--- src/rtl/mom_decap_seq.sv ---
// Sequenced enable of NSEG MOM/decap segments, one step per dwell, to bound rail inrush/droop.
// Optional status outputs (seg_cnt, settled) are enabled by defining MOM_DECAP_SEQ_STATUS_EN.
module mom_decap_seq #(
    parameter int unsigned NSEG    = 8,
    parameter int unsigned DWELL_W = 8,
    parameter int unsigned IDX_W   = $clog2(NSEG)
) (
    input  logic               clk,
    input  logic               rst_n,
    input  logic               req_en,
    input  logic [NSEG-1:0]    seg_mask,
    input  logic [DWELL_W-1:0] dwell,
    output logic [NSEG-1:0]    seg_en,
    output logic               busy,
    output logic               done
`ifdef MOM_DECAP_SEQ_STATUS_EN
    ,
    output logic [$clog2(NSEG+1)-1:0] seg_cnt,
    output logic                      settled
`endif
);

    typedef enum logic [1:0] {StIdleOff, StRampUp, StIdleOn, StRampDown} state_e;

    state_e             state_q, state_d;
    logic [NSEG-1:0]    act_mask_q, act_mask_d;
    logic [NSEG-1:0]    seg_en_q, seg_en_d;
    logic [DWELL_W-1:0] cnt_q, cnt_d;
    logic               busy_q, busy_d;
    logic               done_q, done_d;

    logic [NSEG-1:0]    up_cand;
    logic [IDX_W-1:0]   lo_idx, hi_idx;
    logic               up_avail, dn_avail, step;
    logic [DWELL_W-1:0] dwell_ld;

    // lo_idx: next segment to enable; hi_idx: highest segment currently on
    always_comb begin
        up_cand = act_mask_q & ~seg_en_q;
        lo_idx  = '0;
        hi_idx  = '0;
        for (int i = NSEG - 1; i >= 0; i--) begin
            if (up_cand[i]) lo_idx = IDX_W'(i);
        end
        for (int i = 0; i < NSEG; i++) begin
            if (seg_en_q[i]) hi_idx = IDX_W'(i);
        end
        up_avail = |up_cand;
        dn_avail = |seg_en_q;
        step     = (cnt_q == '0);
        dwell_ld = (dwell == '0) ? '0 : dwell - DWELL_W'(1);
    end

    always_comb begin
        state_d    = state_q;
        act_mask_d = act_mask_q;
        seg_en_d   = seg_en_q;
        cnt_d      = cnt_q;
        done_d     = 1'b0;
        unique case (state_q)
            StIdleOff: begin
                if (req_en) begin
                    act_mask_d = seg_mask;
                    cnt_d      = '0;
                    if (seg_mask == '0) begin
                        state_d = StIdleOn;
                        done_d  = 1'b1;
                    end else begin
                        state_d = StRampUp;
                    end
                end
            end
            StIdleOn: begin
                if (!req_en) begin
                    state_d = StRampDown;
                    cnt_d   = '0;
                end
            end
            StRampUp: begin
                if (!step) begin
                    cnt_d = cnt_q - DWELL_W'(1);
                end else if (!req_en) begin
                    // Reversal takes effect as the first ramp-down step
                    state_d = StRampDown;
                    if (dn_avail) seg_en_d[hi_idx] = 1'b0;
                    cnt_d = dwell_ld;
                end else if (up_avail) begin
                    seg_en_d[lo_idx] = 1'b1;
                    cnt_d            = dwell_ld;
                end else begin
                    state_d = StIdleOn;
                    done_d  = 1'b1;
                end
            end
            StRampDown: begin
                if (!step) begin
                    cnt_d = cnt_q - DWELL_W'(1);
                end else if (req_en) begin
                    state_d = StRampUp;
                    if (up_avail) seg_en_d[lo_idx] = 1'b1;
                    cnt_d = dwell_ld;
                end else if (dn_avail) begin
                    seg_en_d[hi_idx] = 1'b0;
                    cnt_d            = dwell_ld;
                end else begin
                    state_d = StIdleOff;
                    done_d  = 1'b1;
                end
            end
        endcase
        busy_d = (state_d == StRampUp) || (state_d == StRampDown);
    end

    always_ff @(posedge clk) begin
        if (!rst_n) begin
            state_q    <= StIdleOff;
            act_mask_q <= '0;
            seg_en_q   <= '0;
            cnt_q      <= '0;
            busy_q     <= 1'b0;
            done_q     <= 1'b0;
        end else begin
            state_q    <= state_d;
            act_mask_q <= act_mask_d;
            seg_en_q   <= seg_en_d;
            cnt_q      <= cnt_d;
            busy_q     <= busy_d;
            done_q     <= done_d;
        end
    end

    assign seg_en = seg_en_q;
    assign busy   = busy_q;
    assign done   = done_q;

`ifdef MOM_DECAP_SEQ_STATUS_EN
    logic [$clog2(NSEG+1)-1:0] seg_cnt_q, seg_cnt_d;
    logic                      settled_q, settled_d;

    always_comb begin
        seg_cnt_d = '0;
        for (int i = 0; i < NSEG; i++) begin
            seg_cnt_d = seg_cnt_d + {{($clog2(NSEG+1)-1){1'b0}}, seg_en_d[i]};
        end
        settled_d = (state_d == StIdleOn) || (state_d == StIdleOff);
    end

    always_ff @(posedge clk) begin
        if (!rst_n) begin
            seg_cnt_q <= '0;
            settled_q <= 1'b1;
        end else begin
            seg_cnt_q <= seg_cnt_d;
            settled_q <= settled_d;
        end
    end

    assign seg_cnt = seg_cnt_q;
    assign settled = settled_q;
`else
    // Status outputs absent in this build.
`endif

endmodule
--- config.mk ---
export PLATFORM = sky130hd
export DESIGN_NAME = mom_decap_seq
export DESIGN_NICKNAME = d
export VERILOG_FILES = /design/src/rtl/mom_decap_seq.sv
export SDC_FILE = /design/constraint.sdc
export NUM_CORES = 1
export LEC_CHECK = 0
export CAP_MARGIN = 20
export CORE_ASPECT_RATIO = 0.75
export CORE_UTILIZATION = 40
export DETAILED_ROUTE_END_ITERATION = 8
export PLACE_DENSITY = 0.73
export REMOVE_ABC_BUFFERS = 1
export SLEW_MARGIN = 30
export SYNTH_ARGS = -nofsm -noshare
export SYNTH_HDL_FRONTEND = slang
export SYNTH_SLANG_ARGS = --single-unit
export TNS_END_PERCENT = 50
--- constraint.sdc ---
create_clock -name clk -period 5.6 [get_ports clk]
set_clock_uncertainty 0.15 [all_clocks]
set_input_delay 1.68 -clock clk [delete_from_list [all_inputs] [get_ports clk]]
set_output_delay 1.68 -clock clk [all_outputs]
set_load 0.01 [all_outputs]
Word level (Yosys, flattened, before mapping). Cells that the tools add are included.

Flip-flop bits (word level): 28. Input bits: 19. Word-level logic and storage cells: 92.

Add/sub/neg operators: 2. Mux-type cells: 51. Reductions and logical operators: 14. Bitwise gates (word level): 5. $lt $le $gt $ge: 4. Eq/ne operators: 10.

Operator list (number): $mux 8 (12); $mux 3 (14); $pmux 8 s4 (1); $logic_not 8->1 (3); $mux 2 (9); $and 8x8->8 (2); $not 8->8 (2); $reduce_or 8->1 (2); $sub 8x1->8 const B (2); $mux 1 (11); $lt 3x4->1 const B (2); $ne 4x4->1 const B (2); $or 8x8->8 (1); $pmux 2 s4 (1); $reduce_and 4->1 (2); $demux 1 s3 (2); $eq 2x2->1 const B (3); $ge 3x1->1 const B (2); $eq 2x1->1 const B (2); $ne 2x2->1 const B (2); $pmux 1 s3 (1); $logic_and 1x1->1 (2); $logic_not 2->1 (1); $ne 2x1->1 const B (1); other kinds (4) (4).

Depth between registers and ports, before layout. Gate-level depths: netlist (run 1).

Depth in word-level cells: 17. Gate-level depth with buffers: 10.

Worst setup path before layout (run 1). Ideal clock, no wire load.

Path type: input to register. From: in dwell[0]. To: reg cnt_q[6]. Setup time: 0.066 ns. Stages: 7. Arrival: 3.378 ns. Buffers on the path: 0. Slack: 2.006 ns. Cells stage by stage: inv_1 ha_1 nand2b_1 or3_1 or4_2 a311o_2 a21oi_2.

Cells in the longest elaborated chain, start to end: 6. Elaborated cells between the ends (all ways): 10. Classes of those cells: add/sub: 1; mux: 8; reduce/logical: 1.

RTL lines: from (decl) (RTL line 12) `input logic [DWELL_W-1:0] dwell,`; $sub 8x1->8 / $logic_not 8->1 (equally long branches) (RTL line 51) `dwell_ld = (dwell == '0) ? '0 : dwell - DWELL_W'(1);`; $mux 8 * (RTL line 51); $mux 8, on equally long branches (RTL line 102, 87); $mux 8, on equally long branches (RTL line 98, 82); $mux 8, on equally long branches (RTL line 96, 80); $pmux 8 s4 * (RTL line 60) `unique case (state_q)`; to (signal assigned) (RTL line 126) `cnt_q <= cnt_d;`; to (decl) (RTL line 28) `logic [DWELL_W-1:0] cnt_q, cnt_d;`.

Every way passes the cells marked *; elsewhere a longest branch is shown, timed or not. The select of a mux whose other input is x is not followed. A chain may end at the register's enable or synchronous reset.

Worst setup path in the final report (run 1). Same ends and word-level chain as after synthesis.

==> impl_metrics.yaml, run 1 <==
yosys:
  synth_mux_area_share_pct: 1.113
  synth_xor_area_share_pct: 3.410
  synthAdderAreaFrac_pct: 2.784
  synthSimpleGateAreaFrac_pct: 32.92
  async_flop_share_pct: 0
  synth_cells: 229
  avgSynthCellArea_um2: 7.851
  yosysMostFrequentCell: "dfxtp_1"
  synth_compound_area_share_pct: 22.27
  synth.area.top_cells: "dfxtp_1 31%, nand2_1 5.4%, a21oi_1 5.0%"
  synth_top_family_by_area: "simple AND/OR/NAND/NOR gates"
  synthTopCellsByCount: "28 x dfxtp_1, 26 x nand2_1, 21 x nor2_1"
  yosys_warnings: 0
  ys_seq_elements: 28
  synthesis.area_um2: 1798
  yosysTopAreaCell: "dfxtp_1"
  yosysSeqAreaShare_pct: 31.18
  synth.top_cell.area_share_pct: 31.18
  synth_edf_count: 0
  ys.flop_type: "dfxtp_1"
  ys_types: 50
route:
  wl_um: 4226
  drc: 0
  vias_per_cell: 5.516
  firstDrtPassIters: 4
  drt_iter0_markers: 164
  vias: 1699
  routedWlPerCell_um: 13.72
  ant_nets: 0
timing:
  finalCriticalPeriod_ns: 3.891
  max_freq_ghz: 0.2570
  rsz0062_at_grt: "no"
  slew_violations: 0
  fin_setup_tns_ns: 0
  worst_pin_slew_ns: 0.8315
  finalCritPeriodShare_pct: 69.48
  setup_viol_count_final: 0
  maxSlewHeadroom_pct: 44.14
  hold_viol: 0
global_route:
  track_usage_pct: 19.21
  overflow: 0
  antenna_found_initial: 0
  grt_max_degree: 19
  grt_pass1_wl_um: 7058
  grt_pass1_vias: 1515
die:
  ios: 29
  initial_core_util_pct: 43.02
  core_area_um2: 4179
  dieArea_um2: 4770
  die_h_um: 60.06
  fp.dieW_um: 79.42
  rows: 20
setup_path:
  r2r-start: "cnt_q[0]"
  criticalPathCategory: "primary input to flop"
  r2r_cells: 8
  cp_slowest_cell: "or4_2"
  arrival_ns: 3.95
  critPathCaptureType: "flop"
  worstPathCellList: "clkdlybuf4s50_1 > inv_1 > ha_1 > nand2b_1 > or3_1 > or4_2 > a311o_2 > a21oi_2"
  critical_path_buf_inv_count: 2
  cp_top_family: "simple AND/OR/NAND/NOR gates"
  crit_fanout: 4
  worst_r2r_endpoint: "seg_en[2]"
  cp.required_ns: 5.66
  rrSetupSlack_ns: 2.88
  critical_path.startpoint_type: "primary input"
  critPathMaxStageDelay_ns: 0.61
run:
  maxCapViolations: 0
layout:
  final_nets: 277
  syn_to_final_growth_pct: 18.93
  diodes: 0
  drive_gt1_share_pct: 5.929
clock_network:
  tritoncts.num_buffers: 3
  cts_root_buffer: "clkbuf_8"
  cts_hold_buf: 0
  h-tree-depth: 1
  clock_path_buffers: 2
  cts_resized: 0
  clk_latency_ns: 0.27
  clkSinkCount: 28
  post_cts_buffers: 0
  cts_tree: "built"
  clk_transition_reported_paths_ns: 0.10
pwr:
  p_switching_w: 0.0004088
  clock_power_share_pct: 16.7
  sequentialPowerShare_pct: 31.4
  power_density_nw_per_um2: 442.4
  vdd_drop_max_v: 0.0002499
  p_int_w: 0.0005371
  pwr-share-comb_pct: 51.9
  switching_share_pct: 43.22
  total_power_w: 0.0009460
  total_leakage_power_nw: 0.7757
hold_path:
  holdCritPathClass: "flop to flop"
  min_to: "act_mask_q[7]"
  hold_depth: 2
  min_from: "act_mask_q[7]"
placed_design:
  portBuffers: 28
  hpwl_um: 3232
  place.gp.congestion: 0.8395
status:
  run_status: "completed"
## worst max path at each step
stage,start,endpoint,cells after the start
2_1_floorplan,dwell[0],cnt_q[6],7
3_3_place_gp,dwell[0],cnt_q[6],8
3_5_place_dp,dwell[0],cnt_q[6],8
4_1_cts,dwell[0],cnt_q[6],8
5_1_grt,req_en,state_q[1],6
6_report,dwell[0],cnt_q[6],8
## layout make-up
class	count	area, µm²
fill	387	2041
multi-input combinational	184	1124
sequential	28	560.5
timing repair buffer	28	280.3
tap	55	68.82
clock buffer	3	41.29
inverter	9	33.78
clock inverter	1	30.03
## metal layers
| metal | track usage [%] | part of all wire [%] | vias to the layer above |
|---|---|---|---|
| met2 | 27.83 | 41 | 46 |
| met5 | 0 | 0 | - |
| met4 | 4.416 | 0.33 | 0 |
| met3 | 3.359 | 5.7 | 2 |
| li1 | - | - | 869 |
| met1 | 29.21 | 53 | 782 |
## metrics by stage
step	setup WS, ns	util, %	hold slack, ns	cells	area (µm²)
after global routing	1.594	51.17	0.3416	308	2138
after CTS	1.716	51.17	0.3239	308	2138
final	1.709	51.17	0.3209	308	2138
after detailed placement	1.429	49.46	0.3096	304	2067
after global placement	1.465	49.46	0.2971	304	2067
after floorplan	2.004	-	0.2818	221	1718
## worst register-to-register path, stage by stage, from the launching register on
cell and delay (ns):
dfxtp_1 0.35, inv_1 0.11, ha_1 0.26, nor4bb_1 0.37, nand2_1 0.28, or3_1 0.39
or2_2 0.34, o31ai_1 0.24, a21oi_1 0.10
## kinds of logic after synthesis
logic type | count (synthesis)
adders and majority gates | 4
muxes | 2
xor gates and xnor gates | 7
buffers and inverters | 17
DFF | 28
and+or+nand+nor | 113
AOI/OAI and AO/OA | 58
## power by group through the flow
| stage | registers (W) | logic [W] | clock network [W] |
|---|---|---|---|
| floorplan | 0.000286 | 0.000370 | 0 |
| global placement | 0.000298 | 0.000481 | 0 |
| detailed placement | 0.000300 | 0.000485 | 0 |
| CTS | 0.000294 | 0.000486 | 0.000163 |
| global route | 0.000303 | 0.000552 | 0.000171 |
| finish | 0.000297 | 0.000491 | 0.000158 |
## state kept, by name, indices dropped and copies added, names as in the netlist
| register | flops |
|---|---|
| act_mask_q | 8 |
| busy | 1 |
| cnt_q | 8 |
| done | 1 |
| seg_en | 8 |
| state_q | 2 |
## layout by cell type (no fill, tap or decap), types with 2 or more instances in the layout
| cell type | Yosys | final |
|---|---|---|
| nor2_1 | 21 | 21 |
| or3_1 | 4 | 4 |
| o31ai_1 | 7 | 7 |
| or4_1 | 2 | 2 |
| dfxtp_1 | 28 | 28 |
| xor2_1 | 3 | 3 |
| nand3_1 | 13 | 13 |
| nor2b_1 | 10 | 10 |
| a22oi_1 | 2 | 2 |
| o211ai_1 | 3 | 3 |
| clkbuf_8 | 3 | 3 |
| ha_1 | 4 | 4 |
| nand3b_1 | 2 | 2 |
| nand2_1 | 26 | 26 |
| clkdlybuf4s50_1 | 0 | 28 |
| xnor2_1 | 4 | 4 |
| inv_1 | 9 | 9 |
| a21boi_0 | 4 | 4 |
| nand2b_1 | 6 | 6 |
| nand4_1 | 2 | 2 |
| mux2i_1 | 2 | 2 |
| and3_1 | 3 | 3 |
| o21ai_0 | 12 | 12 |
| a21oi_1 | 18 | 18 |
| nor4_1 | 6 | 6 |
| nor3_1 | 9 | 9 |
Note: power is estimated with default switching activity, not from simulation.
==> run 2, diff against run 1 <==
Clock period 5.6 ns to 4 ns, I/O delays scaled along.
==> impl_metrics.yaml, run 2 (synthesized netlist as in run 1, its figures left out) <==
placed_design:
  dp.cells: 306
  hpwl_um: 3246
  portBuffers: 28
  place.gp.congestion: 0.8613
clock_network:
  tritoncts.num_buffers: 3
  cts_root_buffer: "clkbuf_8"
  cts_hold_buf: 0
  clk_latency_ns: 0.28
  clock_path_buffers: 2
  clk_transition_reported_paths_ns: 0.10
  clkSinkCount: 28
  post_cts_buffers: 0
  cts_tree: "built"
  h-tree-depth: 1
  cts_resized: 0
layout:
  drive_gt1_share_pct: 6.667
  fillers: 397
  diodes: 0
  multi_input_area_um2: 1124
  syn_to_final_growth_pct: 19.76
  regArea_um2: 560.5
  layout_common_cells: "28 x dfxtp_1, 28 x clkdlybuf4s50_1, 26 x nand2_1, 21 x nor2_1, 18 x a21oi_1"
  fin_cells: 310
  final_nets: 279
route:
  wl_um: 4326
  ant_nets: 0
  routedWlPerCell_um: 13.95
  vias: 1766
  drc: 0
  vias_per_cell: 5.697
  firstDrtPassIters: 4
  drt_iter0_markers: 169
setup_path:
  critical_path.startpoint_type: "primary input"
  r2r-start: "cnt_q[0]"
  cp.required_ns: 4.07
  r2r_cells: 8
  arrival_ns: 3.48
  worst_r2r_endpoint: "seg_en[4]"
  criticalPathCategory: "primary input to flop"
  crit_path_start: "dwell[0]"
  rrSetupSlack_ns: 1.24
  critPathCaptureType: "flop"
  crit_fanout: 4
pwr:
  power_density_nw_per_um2: 624.8
  total_leakage_power_nw: 0.7856
  vdd_drop_max_v: 0.0003187
hold_path:
  hold_depth: 2
  holdCritPathClass: "flop to flop"
  min_to: "act_mask_q[7]"
  min_from: "act_mask_q[7]"
timing:
  rsz0062_at_grt: "no"
  maxSlewHeadroom_pct: 62.01
  fin_setup_tns_ns: 0
  finalCritPeriodShare_pct: 85.24
  hold_ws_ns: 0.3213
  worst_pin_slew_ns: 0.5692
  max_freq_ghz: 0.2933
  finalCriticalPeriod_ns: 3.410
  setup_viol_count_final: 0
  slew_violations: 0
  hold_viol: 0
run:
  maxCapViolations: 0
status:
  run_status: "completed"
die:
  die_h_um: 60.06
  initial_core_util_pct: 43.02
  dieArea_um2: 4770
  core_area_um2: 4179
  fp.dieW_um: 79.42
  ios: 29
  rows: 20
global_route:
  grt_pass1_vias: 1547
  track_usage_pct: 19.30
  antenna_found_initial: 0
  overflow: 0
  grt_pass1_wl_um: 7072
  grt_max_degree: 19
==> run 2: metrics by stage <==
stage / cell area, µm² / power, W / util [%] / setup WS [ns]
after floorplan: 1718 / 0.0009193 / - / 0.8837
after global placement: 2082 / 0.001094 / 49.82 / 0.3471
after detailed placement: 2082 / 0.001102 / 49.82 / 0.3059
after CTS: 2153 / 0.001331 / 51.53 / 0.5944
after global routing: 2153 / 0.001459 / 51.53 / 0.4762
final: 2153 / 0.001345 / 51.53 / 0.5903
==> run 2: cell type report <==
class / count / share of cell area (%)
Tap cell: 55 / 3.196
Inverter: 9 / 1.569
Clock inverter: 1 / 1.395
Clock buffer: 3 / 1.917
Sequential cell: 28 / 26.03
Timing Repair Buffer: 30 / 13.71
Multi-Input combinational cell: 184 / 52.18
==> run 2: how the worst max path moves through the flow <==
stage | to | depth (start not counted) | slack [ns]
3_5_place_dp | cnt_q[6] | 8 | 0.31
6_report | cnt_q[6] | 8 | 0.59
4_1_cts | cnt_q[6] | 8 | 0.59
3_3_place_gp | cnt_q[6] | 8 | 0.35
2_1_floorplan | cnt_q[6] | 7 | 0.88
5_1_grt | cnt_q[6] | 8 | 0.48
==> run 2: critical path: stages <==
cell,delay (ns)
clkdlybuf4s50_1,0.46
inv_1,0.10
ha_1,0.18
nand2b_1,0.07
or3_1,0.33
or4_2,0.61
a311o_2,0.39
a21oi_2,0.12
==> run 2: power by group <==
part	internal, W	switching (W)
logic	0.000283	0.000419
registers	0.000341	0.0000751
clock network	0.000134	0.0000935
==> run 2: layer usage <==
metal  global-route usage, %  wire, µm
met5                       0         0
met3                   3.359       203
met4                   4.416        27
met2                   28.20      1812
met1                   29.19      2282
